`src/rtl/haraka_sponge_ctrl.sv`:
```
// rtl/haraka_sponge_ctrl.sv - Haraka-S sponge absorb/permute/squeeze sequencing FSM
//
// Ports:
//   clk, reset          clock (rising edge), asynchronous active-low reset
//   blk_valid/blk_last  padded rate block offered by deserializer (last = final block)
//   blk_ready           block accepted this cycle (IDLE/ABSORB only)
//   digest_length       output length in bytes, latched on the last-block handshake
//   absorb_load         pulse: xor block into rate part of state
//   perm_start          one-cycle start pulse to the Haraka core
//   round               round-constant index 0..ROUNDS-1
//   round_done          pulse from core: current round finished
//   state_capture       pulse: state <= core output
//   sq_valid/sq_len     rate block and its valid byte count offered to serializer
//   sq_ready            serializer accepts the offered block
//   busy                high whenever not IDLE
//   done                one-cycle pulse when the message is fully processed

module haraka_sponge_ctrl #(
    parameter int RATE_BYTES = 32,
    parameter int ROUNDS     = 5,
    parameter int LEN_W      = 64
) (
    input  logic             clk,
    input  logic             reset,
    input  logic             blk_valid,
    input  logic             blk_last,
    output logic             blk_ready,
    input  logic [LEN_W-1:0] digest_length,
    output logic             absorb_load,
    output logic             perm_start,
    output logic [2:0]       round,
    input  logic             round_done,
    output logic             state_capture,
    output logic             sq_valid,
    output logic [5:0]       sq_len,
    input  logic             sq_ready,
    output logic             busy,
    output logic             done
);

    localparam int               OFF_W      = $clog2(RATE_BYTES);
    localparam logic [LEN_W-1:0] OFF_MASK   = LEN_W'(RATE_BYTES - 1);
    localparam logic [2:0]       LAST_ROUND = 3'(ROUNDS - 1);
    localparam logic [5:0]       FULL_LEN   = 6'(RATE_BYTES);

    typedef enum logic [3:0] {
        IDLE,
        ABSORB,
        PERM_START,
        PERM_RUN,
        CAPTURE,
        SQ_EMIT,
        SQ_PERM_START,
        SQ_PERM_RUN,
        SQ_CAPTURE
    } state_t;

    state_t           state_q, state_d;
    logic [2:0]       round_q, round_d;
    logic             last_q, last_d;
    logic [LEN_W-1:0] len_q, len_d;
    logic [LEN_W-1:0] idx_q, idx_d;

    // Block-count arithmetic: (len >> log2(rate)) + (remainder != 0) cannot
    // overflow LEN_W, unlike the usual (len + rate - 1) >> log2(rate) form.
    logic [LEN_W-1:0] rem;
    logic             rem_nz;
    logic [LEN_W-1:0] nblk;
    logic             is_last_blk;

    assign rem         = len_q & OFF_MASK;
    assign rem_nz      = (rem != '0);
    assign nblk        = (len_q >> OFF_W) + {{(LEN_W-1){1'b0}}, rem_nz};
    // Only evaluated in SQ_EMIT, where len_q != 0 guarantees nblk >= 1.
    assign is_last_blk = (idx_q == nblk - LEN_W'(1));

    always_ff @(posedge clk or negedge reset) begin
        if (!reset) begin
            state_q <= IDLE;
            round_q <= '0;
            last_q  <= 1'b0;
            len_q   <= '0;
            idx_q   <= '0;
        end else begin
            state_q <= state_d;
            round_q <= round_d;
            last_q  <= last_d;
            len_q   <= len_d;
            idx_q   <= idx_d;
        end
    end

    always_comb begin
        state_d       = state_q;
        round_d       = round_q;
        last_d        = last_q;
        len_d         = len_q;
        idx_d         = idx_q;
        blk_ready     = 1'b0;
        absorb_load   = 1'b0;
        perm_start    = 1'b0;
        state_capture = 1'b0;
        sq_valid      = 1'b0;
        sq_len        = 6'd0;
        done          = 1'b0;

        case (state_q)
            IDLE, ABSORB: begin
                blk_ready = 1'b1;
                if (blk_valid) begin
                    absorb_load = 1'b1;
                    last_d      = blk_last;
                    idx_d       = '0;
                    if (blk_last) begin
                        len_d = digest_length;
                    end
                    state_d = PERM_START;
                end
            end

            PERM_START, SQ_PERM_START: begin
                perm_start = 1'b1;
                round_d    = '0;
                state_d    = (state_q == PERM_START) ? PERM_RUN : SQ_PERM_RUN;
            end

            PERM_RUN, SQ_PERM_RUN: begin
                if (round_done) begin
                    if (round_q == LAST_ROUND) begin
                        round_d = '0;
                        state_d = (state_q == PERM_RUN) ? CAPTURE : SQ_CAPTURE;
                    end else begin
                        round_d = round_q + 3'd1;
                    end
                end
            end

            CAPTURE: begin
                state_capture = 1'b1;
                if (!last_q) begin
                    state_d = ABSORB;
                end else if (len_q == '0) begin
                    // Zero-length digest: nothing to squeeze, finish here.
                    done    = 1'b1;
                    state_d = IDLE;
                end else begin
                    state_d = SQ_EMIT;
                end
            end

            SQ_CAPTURE: begin
                state_capture = 1'b1;
                state_d       = SQ_EMIT;
            end

            SQ_EMIT: begin
                sq_valid = 1'b1;
                sq_len   = (is_last_blk && rem_nz) ? 6'(rem) : FULL_LEN;
                if (sq_ready) begin
                    if (is_last_blk) begin
                        done    = 1'b1;
                        state_d = IDLE;
                    end else begin
                        idx_d   = idx_q + LEN_W'(1);
                        state_d = SQ_PERM_START;
                    end
                end
            end

            default: state_d = IDLE;
        endcase
    end

    assign round = round_q;
    assign busy  = (state_q != IDLE);

endmodule
```
`config.mk`:
```
export PLATFORM = sky130hd
export DESIGN_NAME = haraka_sponge_ctrl
export DESIGN_NICKNAME = d
export VERILOG_FILES = /design/src/rtl/haraka_sponge_ctrl.sv
export SDC_FILE = /design/constraint.sdc
export NUM_CORES = 1
export LEC_CHECK = 0
export CORE_UTILIZATION = 59
export DETAILED_ROUTE_END_ITERATION = 6
export GPL_TIMING_DRIVEN = 1
export HOLD_SLACK_MARGIN = 0.1
export PLACE_DENSITY = 0.82
export SKIP_CTS_REPAIR_TIMING = 1
export SYNTH_ARGS = -nofsm -noshare
export SYNTH_HDL_FRONTEND = slang
export SYNTH_SLANG_ARGS = --single-unit
```
`constraint.sdc`:
```
create_clock -name clk -period 5.82 [get_ports clk]
set_input_delay 0.873 -clock clk [delete_from_list [all_inputs] [get_ports clk]]
set_output_delay 0.873 -clock clk [all_outputs]
set_load 0.05 [all_outputs]
```
==> metrics.md, run 1 <==
| Metric | Value |
|---|---|
| Status | `finished clean` |
| Leakage power | `4.11 nW` |
| Critical path arrival | `4640 ps` |
| Clock Pin Slew Worst Setup and Hold Paths | `60 ps` |
| Critical Path RT | `4950 ps` |
| Synthesized area | `9070 um2` |
| WL/cell | `20.8 um` |
| Int Pwr | `2.51 mW` |
| Clock Path Buffers | `2` |
| DRC violations left | `0` |
| Drt initial violations | `869` |
| # clock sinks | `136` |
| Clock skew | `7.58 ps` |
| Core box area | `14,800 um2` |
| Most used cell along the critical path | `nand3_1` |
| Vias per cell | `6.60` |
| Post-synth EDFFs | `0` |
| Fin nets | `1,131` |
| # fillers | `1,129` |
| Gp weighted congestion | `1.02` |
| Sum Neg Setup Slack | `0 ps` |
| Total Routing Usage GR | `0.340` |
| First-pass DRT Iterations | `5` |
| CP Buf/Inv Count | `3` |
| Sequential power share | `0.395` |
| IO buf count | `85` |
| Ant diodes | `0` |
| Initial Utilization | `0.615` |
| Post-Syn Nets | `1,066` |
| Initial antenna violation count | `0` |
| Dpl ws | `490 ps` |
| WL final | `26,000 um` |
| Fraction of registers with async set/reset | `1.00` |
| CTS Buf Count | `17` |
| Multiplexer share of the synthesized area | `0.0953` |
| Crit-path max FO | `9` |
| YS warnings | `0` |
| Hold WC Path Type | `flip-flop to flip-flop` |
| Unrepaired setup endpoints after global routing | `false` |
| Main synth FF type | `dfrtp_1` |
| Hold_ws | `509 ps` |
| Largest family of logic cells by synthesized area | `simple AND/OR/NAND/NOR gates` |
| Psw | `1.84 mW` |
| Crit Path Category | `flip-flop to output port` |
| Nature of the critical path endpoint | `output port` |
| Final setup viols | `0` |
| Compound-Gate Fraction of Synth Area | `0.105` |
| Ports | `86` |
| Sw Share | `0.422` |
| Pin count of the biggest net entering global routing | `98` |
| Adder-Cell Fraction of Synth Area | `0.00690` |
| Power density cells | `410 nW/um2` |
| Commonest cells after routing, fill and taps aside | `dfrtp_1, clkdlybuf4s50_1, xnor2_1` |
| Crit path time final | `5520 ps` |
| Max Slew Vio Count | `0` |
| Die extent in x | `126 um` |
| Worst path slowest cell | `nor4_2` |
| Final ANT Viol Nets | `0` |
| Gate power share | `0.388` |
| Post-Synth Simple-Gate Area | `0.283` |
| Placed cell count | `1,220` |
| Critical Path Start Type | `flip-flop` |
| RR Startpoint | `len_q[0]` |
| Slack of the critical path | `304 ps` |
| Final core occ | `0.720` |
| Most common cell after layout, fill and taps aside | `dfrtp_1` |
| Final Hold Vio Count | `0` |
| Post-Layout Cell Count | `1,250` |
| Post-Synthesis Cells | `991` |
| Worst-Margin Slew | `943 ps` |
| XOR/XNOR share of the synthesized area | `0.0975` |
| Vias in the first global route | `7,696` |
| Clock latency on the worst-skew pair | `420 ps` |
| Via count | `8,247` |
| Worst path cell trace | `nor3_1 -> nand2_1 -> inv_1 -> ha_1 -> ha_2 -> nor4b_4 -> nand4_1 -> nor4_2 -> mux2_2 -> nand3_1 -> a31oi_1 -> nand3_1 -> nor4_4 -> buf_4 -> and3_1 -> buf_12` |
| Die span in y | `126 um` |
| Worst hold start | `last_q` |
| Syn avg cell area | `9.15 um2` |
| CTS tree | `built` |
| Synth unique cells | `68` |
| Area Growth Syn to Fin | `17.1%` |
| H-tree levels | `4` |
| Crit path max-delay family | `simple AND/OR/NAND/NOR gates` |
| VDD IR-drop max | `0.276 mV` |
| CP peak stage delay | `520 ps` |
| Final worst path period share | `0.948` |
| Relative slew slack | `0.363` |
| FP Rows | `44` |
| Die area | `15,900 um2` |
| First-pass GRT wire length | `41,700 um` |
| Max Freq | `181 MHz` |
| Root buffer cell | `clkbuf_16` |
| Clk pwr share | `0.217` |
| Max-cap violations | `0` |
| Flops & latches, synth | `136` |
| Post-DP HPWL | `18,700 um` |
| Worst Setup SP | `len_q[0]` |
| GR Overflow Total | `0` |
| Sequential share of the synthesized area | `0.375` |
| Layout cells sized above 1 | `0.136` |
-- flip-flops by register name, indices dropped and copies added (netlist names) --
| name | cells |
|---|---|
| last_q | 1 |
| len_q | 64 |
| idx_q | 64 |
| state_q | 4 |
| round | 3 |
-- cell type report --
type                    count  area [um2]  area share
repair buffers            104        1060       0.100
multi-input cells         778        5360       0.504
flip-flops and latches    136        3400       0.320
clock buffers              25         475      0.0448
inverters                  19        71.3     0.00671
clock inverters             4        22.5     0.00212
well taps                 184         230      0.0217
-- metal layers --
layer	up-vias	global-route usage	wire length (um)
li1	3820	-	-
met1	3971	0.469	11000
met2	400	0.537	12300
met3	56	0.0624	2020
met4	0	0.122	731
met5	-	0	0
-- tightest hold or removal path: cells and delay by family, from the launching register on --
family	cells	cell delay [ps]
DFF	1	360
and+or+nand+nor	2	120
-- power groups by stage --
stage / logic (mW) / clock network [mW] / registers (mW)
after floorplan: 1.35 / 0 / 1.49
after global placement: 1.62 / 0 / 1.71
after detailed placement: 1.65 / 0 / 1.71
after CTS: 1.67 / 0.951 / 1.70
after global routing: 1.83 / 0.994 / 1.76
final: 1.69 / 0.944 / 1.72
-- Yosys cell counts (5+ instances only) --
master    instances  area, um2
dfrtp_1         136       3400
nand2_1          74        278
xnor2_1          74        648
mux2_2           67        754
nor2_1           65        244
nand3_1          45        225
nor4_1           45        282
nand4_1          43        269
a21oi_1          41        205
clkbuf_1         39        146
nor3_1           36        180
o21ai_0          31        155
and3_1           27        169
or3_1            27        169
xor2_1           27        236
inv_1            19       71.3
or4_1            17        128
nand2b_1         15       93.8
o31ai_1          15        113
buf_2            11       55.1
mux2i_1          11        110
o211ai_1         10       75.1
and4_1            8       70.1
a31oi_1           6       37.5
nor2b_1           6       37.5
o21ai_1           6       30.0
a31o_2            5       43.8
and2_1            5       31.3
ha_1              5       62.6
nand4b_1          5       43.8
-- kinds of logic (layout without fill, tap and decap cells) --
| logic type | after synthesis | after routing |
|---|---|---|
| multiplexers | 78 | 78 |
| adder cells (fa/ha/maj) | 5 | 5 |
| AO/OA/AOI/OAI | 147 | 147 |
| AND/OR/NAND/NOR | 447 | 447 |
| flip-flops | 136 | 136 |
| buffers and inverters | 77 | 152 |
| XOR/XNOR | 101 | 101 |
-- worst paths after layout --
kind                        endpoint  slack [ps]  cells after the start
min in group asynchronous   len_q[8]         530                      1
hold / removal                last_q         510                      2
setup / recovery           sq_len[0]         300                     16
max in group asynchronous  len_q[55]        4240                      2
setup reg to reg            idx_q[5]         820                     18
hold reg to reg               last_q         510                      2
-- through the flow --
stage	power [mW]	instance area, um2
after detailed placement	3.36	10100
after global routing	4.59	10600
after floorplan	2.84	9070
final	4.35	10600
after CTS	4.32	10600
after global placement	3.33	10100
Power figures use the tool's default switching activity.
==> run 2: changes to the inputs <==
--- a/config.mk
+++ b/config.mk
@@ -11,5 +11,7 @@
 export HOLD_SLACK_MARGIN = 0.1
 export PLACE_DENSITY = 0.82
+export SETUP_SLACK_MARGIN = 0.4
 export SKIP_CTS_REPAIR_TIMING = 1
+export SLEW_MARGIN = 20
 export SYNTH_ARGS = -nofsm -noshare
 export SYNTH_HDL_FRONTEND = slang
==> constraint.sdc (replaced) <==
create_clock -name clk -period 5.82 [get_ports clk]
set_input_delay 1.164 -clock clk [delete_from_list [all_inputs] [get_ports clk]]
set_output_delay 1.164 -clock clk [all_outputs]
set_load 0.05 [all_outputs]
==> metrics.md, run 2 (synthesis gave the netlist of run 1 again) <==
| Metric | Value |
|---|---|
| Status | `finished clean (unchanged)` |
| Via count | `8,509 (was 8,247)` |
| Post-DP HPWL | `18,200 um (was 18,700 um)` |
| Crit path time final | `5410 ps (was 5520 ps)` |
| Initial antenna violation count | `0 (unchanged)` |
| Crit path max-delay family | `simple AND/OR/NAND/NOR gates (unchanged)` |
| Power density cells | `413 nW/um2 (was 410 nW/um2)` |
| Placed cell count | `1,222 (was 1,220)` |
| Final ANT Viol Nets | `0 (unchanged)` |
| H-tree levels | `4 (unchanged)` |
| Critical Path RT | `4660 ps (was 4950 ps)` |
| Clock Pin Slew Worst Setup and Hold Paths | `60 ps (about the same)` |
| Crit Path Category | `flip-flop to output port (unchanged)` |
| # fillers | `1,113 (was 1,129)` |
| CTS Buf Count | `17 (unchanged)` |
| GR Overflow Total | `0 (unchanged)` |
| Vias in the first global route | `7,904 (was 7,696)` |
| Die extent in x | `126 um (unchanged)` |
| Fin nets | `1,146 (was 1,131)` |
| Hold WC Path Type | `flip-flop to flip-flop (unchanged)` |
| Critical path arrival | `4250 ps (was 4640 ps)` |
| Worst path slowest cell | `or4_4 (was nor4_2)` |
| Area Growth Syn to Fin | `20.8% (was 17.1%)` |
| FP Rows | `44 (unchanged)` |
| Clock Path Buffers | `2 (unchanged)` |
| Worst path cell trace | `nor3_2 -> nand2_2 -> inv_2 -> ha_4 -> ha_4 -> nor4b_4 -> nand4_1 -> buf_6 -> or4_4 -> a211oi_2 -> nand4_1 -> nor4_2 -> nand3_1 -> nor4_4 -> buf_4 -> and3_4 -> buf_12 (was nor3_1 -> nand2_1 -> inv_1 -> ha_1 -> ha_2 -> nor4b_4 -> nand4_1 -> nor4_2 -> mux2_2 -> nand3_1 -> a31oi_1 -> nand3_1 -> nor4_4 -> buf_4 -> and3_1 -> buf_12)` |
| CP Buf/Inv Count | `4 (was 3)` |
| CP peak stage delay | `480 ps (was 520 ps)` |
| Pwr Total | `4.53 mW (was 4.35 mW)` |
| Initial Utilization | `0.615 (unchanged)` |
| Commonest cells after routing, fill and taps aside | `dfrtp_1, clkdlybuf4s50_1, xnor2_1 (unchanged)` |
| First-pass DRT Iterations | `5 (unchanged)` |
| DRC violations left | `0 (unchanged)` |
| Ports | `86 (unchanged)` |
| CTS tree | `built (unchanged)` |
| Nature of the critical path endpoint | `output port (unchanged)` |
| Gp weighted congestion | `0.947 (was 1.02)` |
| Drt initial violations | `873 (was 869)` |
| Final worst path period share | `0.930 (was 0.948)` |
| Relative slew slack | `0.385 (was 0.363)` |
| Max Freq | `185 MHz (was 181 MHz)` |
| Critical Path Start Type | `flip-flop (unchanged)` |
| Max Slew Vio Count | `0 (unchanged)` |
| Total Routing Usage GR | `0.339 (was 0.340)` |
| WL/cell | `20.7 um (was 20.8 um)` |
| Final Hold Vio Count | `0 (unchanged)` |
| Clock latency on the worst-skew pair | `420 ps (about the same)` |
| Pin count of the biggest net entering global routing | `96 (was 98)` |
| Ant diodes | `0 (unchanged)` |
| Max-cap violations | `0 (unchanged)` |
| VDD IR-drop max | `0.275 mV (was 0.276 mV)` |
| Worst-Margin Slew | `922 ps (was 943 ps)` |
| First-pass GRT wire length | `41,800 um (was 41,700 um)` |
| Root buffer cell | `clkbuf_16 (unchanged)` |
| Post-Layout Cell Count | `1,266 (was 1,250)` |
| Unrepaired setup endpoints after global routing | `true (was false)` |
| Crit-path max FO | `7 (was 9)` |
| WL final | `26,200 um (was 26,000 um)` |
| Core box area | `14,800 um2 (unchanged)` |
| Clock skew | `6.93 ps (was 7.58 ps)` |
| Hold_ws | `546 ps (was 509 ps)` |
| Final setup viols | `0 (unchanged)` |
| IO buf count | `85 (unchanged)` |
| Sum Neg Setup Slack | `0 ps (unchanged)` |
| # clock sinks | `136 (unchanged)` |
| Leakage power | `4.27 nW (was 4.11 nW)` |
| Most common cell after layout, fill and taps aside | `dfrtp_1 (unchanged)` |
| Largest registers | `idx_q (64), len_q (64), state_q (4) (unchanged)` |
| Die span in y | `126 um (unchanged)` |
| Vias per cell | `6.72 (was 6.60)` |
| Layout cells sized above 1 | `0.169 (was 0.136)` |
| Final core occ | `0.742 (was 0.720)` |
| Die area | `15,900 um2 (unchanged)` |
-- run 2: cell types whose count changed in the layout (fill, tap and decap cells not counted), moves of 4 or more --
cell,change
buf_4,+14
clkbuf_1,-4
and3_4,+6
and3_1,-6
-- run 2: layout make-up --
class / count / area [um2] / area share
multi-input combinational: 778 / 5490 / 0.501
sequential: 136 / 3400 / 0.311
tap: 184 / 230 / 0.0210
clock inverter: 7 / 93.8 / 0.00857
clock buffer: 23 / 488 / 0.0446
timing repair buffer: 119 / 1180 / 0.107
inverter: 19 / 71.3 / 0.00651
-- run 2: worst reg2reg max path, cell delays in order (launching register included) --
cell and delay, ps:
dfrtp_1 390, nor3_2 200, nand2_2 120, inv_2 90, ha_4 150, ha_4 130
nor4b_4 250, nand4_1 190, buf_6 190, or4_4 480, a211oi_2 210, nand4_1 130
nor4_2 290, nand3_1 160, nor4_4 300, buf_4 230, buf_4 290, o21a_4 490
or4_1 240, mux2i_1 180
-- run 2: metal layers --
| layer | vias up | wire length (um) | GRT usage |
|---|---|---|---|
| li1 | 3840 | - | - |
| met1 | 4162 | 11000 | 0.455 |
| met2 | 425 | 12200 | 0.537 |
| met3 | 82 | 2130 | 0.0777 |
| met4 | 0 | 902 | 0.124 |
| met5 | - | 0 | 0 |
-- run 2: path summary, 6_finish.rpt --
kind | startpoint | slack, ps | endpoint | cells after the start
min in group asynchronous | reset | 790 | idx_q[8] | 1
max in group asynchronous | reset | 3930 | len_q[51] | 2
worst max register to register | len_q[2] | 1060 | idx_q[5] | 19
worst max-delay path | len_q[2] | 410 | sq_len[0] | 17
worst min-delay path | len_q[3] | 550 | len_q[3] | 1
worst min register to register | len_q[3] | 550 | len_q[3] | 1
-- run 2: per-stage QoR --
| step | area [um2] | worst slack, ps |
|---|---|---|
| after floorplan | 9070 | 504 |
| after global placement | 10100 | 478 |
| after detailed placement | 10100 | 408 |
| after global routing | 11000 | 233 |
| final | 11000 | 408 |
| after CTS | 10700 | -54.8 |
-- run 2: power by group --
part / internal [mW] / switching (mW) / total, mW / leakage, nW
combinational: 0.777 / 0.949 / 1.73 / 2.23
sequential: 1.20 / 0.526 / 1.72 / 1.76
clock: 0.670 / 0.408 / 1.08 / 0.281
total: 2.64 / 1.88 / 4.53 / 4.27
